--- config.mk ---
export PLATFORM = sky130hd
export DESIGN_NAME = use_record_collector
export DESIGN_NICKNAME = d
export VERILOG_FILES = /design/src/rtl/use_record_collector.sv
export SDC_FILE = /design/constraint.sdc
export NUM_CORES = 1
export LEC_CHECK = 0
export ABC_AREA = 1
export BUFFER_PORTS_ARGS = -buffer_cell sky130_fd_sc_hd__buf_2
export CORE_AREA = 2 2 477 479
export DETAILED_ROUTE_END_ITERATION = 7
export DIE_AREA = 0 0 479 481
export PLACE_DENSITY = 0.3
export RECOVER_POWER = 25
export REMOVE_ABC_BUFFERS = 1
export SETUP_SLACK_MARGIN = 0.1
export SLEW_MARGIN = 20
export SYNTH_ARGS = -nofsm -noshare
export SYNTH_HDL_FRONTEND = slang
export SYNTH_SLANG_ARGS = --single-unit
--- constraint.sdc ---
create_clock -name clk -period 2.6 [get_ports clk]
set_clock_uncertainty 0.2 [all_clocks]
set_input_delay 0.39 -clock clk [delete_from_list [all_inputs] [get_ports clk]]
set_output_delay 0.39 -clock clk [all_outputs]
set_load 0.005 [all_outputs]
--- src/rtl/use_record_collector.sv ---
// Round-robin collector: captures completed records from the StreamElement array in token
// order, pulses useTaken for the captured element, and serialises the record as AXI-Stream beats.
module use_record_collector #(
    parameter int NUM_ELEMENTS           = 4,
    parameter int DATA_BUS_WIDTH_BYTES   = 8,
    parameter int MAX_UNCOMPRESSED_BYTES = 34,
    parameter int LEN_W                  = $clog2(MAX_UNCOMPRESSED_BYTES)
) (
    input  logic                                                   clk,
    input  logic                                                   reset,
    input  logic [NUM_ELEMENTS-1:0][MAX_UNCOMPRESSED_BYTES-1:0][7:0] useStreamIn,
    input  logic [NUM_ELEMENTS-1:0][LEN_W-1:0]                     useLengthIn,
    output logic [NUM_ELEMENTS-1:0]                                useTaken,
    output logic [DATA_BUS_WIDTH_BYTES*8-1:0]                      m_axis_tdata,
    output logic [DATA_BUS_WIDTH_BYTES-1:0]                        m_axis_tkeep,
    output logic                                                   m_axis_tlast,
    output logic                                                   m_axis_tvalid,
    input  logic                                                   m_axis_tready,
    output logic [31:0]                                            recordCount,
    output logic                                                   lengthError
);

    localparam int W        = DATA_BUS_WIDTH_BYTES;
    localparam int CW       = LEN_W + 1;
    localparam int PTR_W    = $clog2(NUM_ELEMENTS);
    localparam int BUF_BITS = MAX_UNCOMPRESSED_BYTES * 8;

    localparam logic [CW-1:0]    W_C      = CW'(W);
    localparam logic [CW-1:0]    MAX_C    = CW'(MAX_UNCOMPRESSED_BYTES);
    localparam logic [PTR_W-1:0] LAST_PTR = PTR_W'(NUM_ELEMENTS - 1);

    typedef enum logic {
        WAIT,
        EMIT
    } state_t;

    state_t                  state_reg, state_next;
    logic [PTR_W-1:0]        ptr_reg;
    logic [BUF_BITS-1:0]     buf_reg;
    logic [CW-1:0]           remaining_reg;
    logic [CW-1:0]           offset_reg;
    logic [NUM_ELEMENTS-1:0] taken_reg;
    logic [31:0]             count_reg;
    logic                    error_reg;

    logic [CW-1:0]           cur_len;
    logic                    capture;
    logic                    beat_fire;
    logic                    last_fire;
    logic [W*8-1:0]          window;

    // Only the element under the pointer is ever looked at; this preserves token order.
    assign cur_len = {1'b0, useLengthIn[ptr_reg]};

    always_ff @(posedge clk) begin
        if (reset) begin
            state_reg <= WAIT;
        end else begin
            state_reg <= state_next;
        end
    end

    always_comb begin
        state_next = state_reg;
        capture    = 1'b0;
        beat_fire  = 1'b0;
        last_fire  = 1'b0;
        case (state_reg)
            WAIT: begin
                if (cur_len != '0) begin
                    capture    = 1'b1;
                    state_next = EMIT;
                end
            end
            EMIT: begin
                if (m_axis_tready) begin
                    beat_fire = 1'b1;
                    if (m_axis_tlast) begin
                        last_fire  = 1'b1;
                        state_next = WAIT;
                    end
                end
            end
            default: state_next = WAIT;
        endcase
    end

    always_ff @(posedge clk) begin
        if (reset) begin
            ptr_reg       <= '0;
            buf_reg       <= '0;
            remaining_reg <= '0;
            offset_reg    <= '0;
            taken_reg     <= '0;
            count_reg     <= '0;
            error_reg     <= 1'b0;
        end else begin
            taken_reg <= '0;
            if (capture) begin
                buf_reg    <= useStreamIn[ptr_reg];
                offset_reg <= '0;
                taken_reg  <= NUM_ELEMENTS'(1) << ptr_reg;
                ptr_reg    <= (ptr_reg == LAST_PTR) ? '0 : ptr_reg + PTR_W'(1);
                // Oversized lengths are clamped to the buffer and flagged, never emitted past it.
                if (cur_len > MAX_C) begin
                    remaining_reg <= MAX_C;
                    error_reg     <= 1'b1;
                end else begin
                    remaining_reg <= cur_len;
                end
            end
            if (beat_fire) begin
                offset_reg    <= offset_reg + W_C;
                remaining_reg <= last_fire ? '0 : remaining_reg - W_C;
            end
            if (last_fire) begin
                count_reg <= count_reg + 32'd1;
            end
        end
    end

    // Shifting the whole buffer makes any byte past the end read as zero.
    assign window = (W*8)'(buf_reg >> {offset_reg, 3'b000});

    assign m_axis_tvalid = (state_reg == EMIT);
    assign m_axis_tlast  = m_axis_tvalid && (remaining_reg <= W_C);

    genvar gi;
    generate
        for (gi = 0; gi < W; gi++) begin : g_lane
            localparam logic [CW-1:0] LANE = CW'(gi);
            logic lane_on;
            assign lane_on                 = m_axis_tvalid && (remaining_reg > LANE);
            assign m_axis_tkeep[gi]        = lane_on;
            assign m_axis_tdata[gi*8 +: 8] = lane_on ? window[gi*8 +: 8] : 8'h00;
        end
    endgenerate

    assign useTaken    = taken_reg;
    assign recordCount = count_reg;
    assign lengthError = error_reg;

endmodule

==> results.json <==
{
  "status": "finished with violations",
  "violations": "negative setup slack",
  "vias": 33800,
  "crit_path_max_fanout": 6,
  "fin_crit_ns": 3.08,
  "final_nets": 6409,
  "clkTransAtPathRegs_ns": 0.07,
  "rr_worst_depth": 8,
  "min_from": "useStreamIn[398]",
  "cts_sinks": 323,
  "place_ws_ns": -0.165,
  "largest_reg_flops": 272,
  "final_area_um2": 40500,
  "worst-r2r-setup-slack_ns": -0.19,
  "grt_max_degree": 90,
  "grt_pass1_vias": 33200,
  "min_to": "buf_reg[126]",
  "core_area_um2": 226000,
  "worstSetupPathType": "flop to output pin",
  "synth.distinct_cells": 41,
  "syn2layout_area_growth_pct": 83.1,
  "drive_above_1_share": 0.347,
  "grt_util_all_layers": 0.174,
  "die_area_um2": 230000,
  "register_area_um2": 6480,
  "clock_latency_ns": 0.68,
  "endpoint_kind": "output pin",
  "drv_cap": 0,
  "grt_pass1_wl_um": 279000,
  "setup_viol": 300,
  "power.total_mw": 24.9,
  "ir_drop_uv": 425,
  "drt-pass1-iter-count": 5,
  "multi_input_area_um2": 15000,
  "fmax_mhz": 325,
  "via_per_inst": 4.03,
  "gr-total-overflow": 0,
  "antenna_found_initial": 161,
  "yosysWarnings": 0,
  "globalplace.congestion": 0.904,
  "cts_tree": "done",
  "dpl-instance-area_um2": 32900,
  "leakage_nw": 17.3,
  "drc": 0,
  "r2r-start": "ptr_reg[0]",
  "initial_core_util": 0.0981,
  "reg2reg_to": "buf_reg[263]",
  "ys_ff_latch": 323,
  "die_h_um": 481,
  "cp_data_required_time_ns": 2.01,
  "path_buf_inv": 5,
  "crit_arrival_ns": 2.49,
  "h-tree-depth": 2,
  "first_iter_violations": 2077,
  "hold_viol": 0,
  "syn_inst": 3744,
  "fin_ws_ns": -0.476,
  "numCtsBuffers": 49,
  "io_buffer_count": 1225,
  "power.density_nw_per_um2": 615,
  "fin_crit_sh": 1.18,
  "hold_path_class": "primary input to flop",
  "clock_path_buffers": 3,
  "nFillCells": 26400,
  "fin_setup_tns_ns": -33.73,
  "rows": 175,
  "die_w_um": 479,
  "critPathLaunchType": "flop",
  "io_pins": 1226,
  "place_hpwl_um": 168000,
  "finalWirelength_um": 219000,
  "synth.avg_cell_area_um2": 5.91,
  "synth.cell_area_um2": 22100,
  "final_common_cell": "nor2_1",
  "path_cells": "inv_4 > ha_4 > nand3_2 > a21oi_2 > nor2_1 > inv_1 > nor2_2 > inv_2 > or2_4 > buf_6 > nor3_4 > buf_2",
  "antenna_left": 0,
  "relSlewSlack": 0.555,
  "worst_path_max_delay_cell": "dfxtp_2",
  "max_stage_delay_ns": 0.35,
  "path_delay_family": "simple AND/OR/NAND/NOR gates",
  "cts_root_buffer": "clkbuf_16",
  "tightest_slew_ns": 0.660,
  "wl_per_cell_um": 26.1,
  "seq_area_frac_synth": 0.292,
  "min_path_cells": 5,
  "layout_common_cells": "1287 x nor2_1, 1177 x buf_2, 776 x o21ai_0, 317 x dfxtp_1, 271 x o22ai_1",
  "slew_violations": 0,
  "rsz0062_at_grt": "yes"
}
-- routing by layer --
layer	vias to the layer above	routed length (um)	GRT usage	part of all wire
met3	271	16200	0.0480	0.074
met5	-	510	0	0.0023
li1	15900	-	-	-
met4	80	4050	0.0313	0.019
met2	1323	103000	0.295	0.47
met1	16200	95100	0.221	0.44
-- stage by stage --
step	hold WS (ns)	instances	util
floorplan	0.249	3401	-
global route	0.0432	8343	0.179
global placement	0.251	7877	0.146
CTS	0.000570	8284	0.172
detailed placement	0.258	7877	0.146
finish	0.0318	8374	0.180
-- tightest hold or removal path, cell delays in order --
cell	delay [ns]
buf_2	0.07
o21ai_0	0.07
o22ai_1	0.14
o21ai_0	0.12
nor2_1	0.08
-- logic make-up (layout without fill, tap and decap cells) --
kind of cell | Yosys count | count (layout) | share of synthesized area
XOR/XNOR | 18 | 18 | 0.00712
AO/OA/AOI/OAI | 1345 | 1345 | 0.323
other | 0 | 40 | 0
adder cells (fa/ha/maj) | 4 | 4 | 0.00226
AND/OR/NAND/NOR | 1653 | 1654 | 0.291
buffers and inverters | 401 | 1981 | 0.0847
flip-flops | 323 | 323 | 0.292
-- cell usage after synthesis --
cell      instances  area [um^2]
a21oi_1         103          515
and3_1            2         12.5
a22oi_1          16          120
nand3b_1          2         15.0
xor2_1           16          140
nand2_1         222          833
xnor2_1           2         17.5
a21boi_0          1         7.51
nor3_1           31          155
nand3_1          26          130
buf_1             8         30.0
buf_2            68          340
nor3b_1           3         22.5
inv_4             1         6.26
nand2_4           1         11.3
nor4_2            1         12.5
nor2_2            1         6.26
o21ai_0         876         4380
clkbuf_1        223          837
or2_1             1         6.26
buf_8             1         15.0
nor2_4            1         11.3
nand3_2           1         10.0
clkinv_1          2         7.51
nand4_1           8         50.1
a31oi_1           1         6.26
nor4_1            5         31.3
or2_2             2         12.5
buf_6            29          327
inv_2             6         22.5
o21ai_1          58          290
o21bai_1          1         7.51
nor2_1         1333         5000
dfxtp_1         323         6470
buf_4            14          105
ha_1              4         50.1
nor3_2            8         80.1
nand2_8           1         20.0
nand2_2           4         25.0
inv_1            49          184
o22ai_1         289         1810
-- what timing repair did --
| action | CTS | global route |
|---|---|---|
| gates resized for setup | 239 | 270 |
| pin swaps | 35 | 53 |
| hold buffers | 261 | 0 |
| hold endpoints to repair | 147 | 0 |
| cloned | 18 | 22 |
| setup endpoints to repair | 226 | 260 |
| buffers inserted | 42 | 32 |
-- power breakdown --
part / switching (mW) / internal, mW / total (mW)
registers: 0.495 / 5.75 / 6.24
logic: 7.05 / 4.67 / 11.7
clock network: 2.97 / 3.99 / 6.95
-- how the worst max path moves through the flow --
| stage | startpoint | cells past startpoint | end | slack, ns |
|---|---|---|---|---|
| 2_1_floorplan | ptr_reg[0] | 11 | lengthError | -20.34 |
| 3_3_place_gp | remaining_reg[3] | 12 | m_axis_tdata[40] | -0.26 |
| 3_5_place_dp | remaining_reg[3] | 12 | m_axis_tdata[47] | -0.16 |
| 4_1_cts | remaining_reg[3] | 12 | m_axis_tdata[42] | -0.59 |
| 5_1_grt | remaining_reg[3] | 12 | m_axis_tdata[43] | -0.61 |
| 6_report | remaining_reg[3] | 12 | m_axis_tdata[47] | -0.48 |
-- cell type report --
type	count	share of cell area
antenna	40	0.00247
clock buffer	67	0.0346
clock inverter	19	0.00525
inverter	58	0.00812
multi-input combinational	3021	0.369
sequential	323	0.160
tap	3009	0.0929
timing repair buffer	1830	0.326
timing repair inverter	7	0.00225
(Power assumes the default switching activity.)
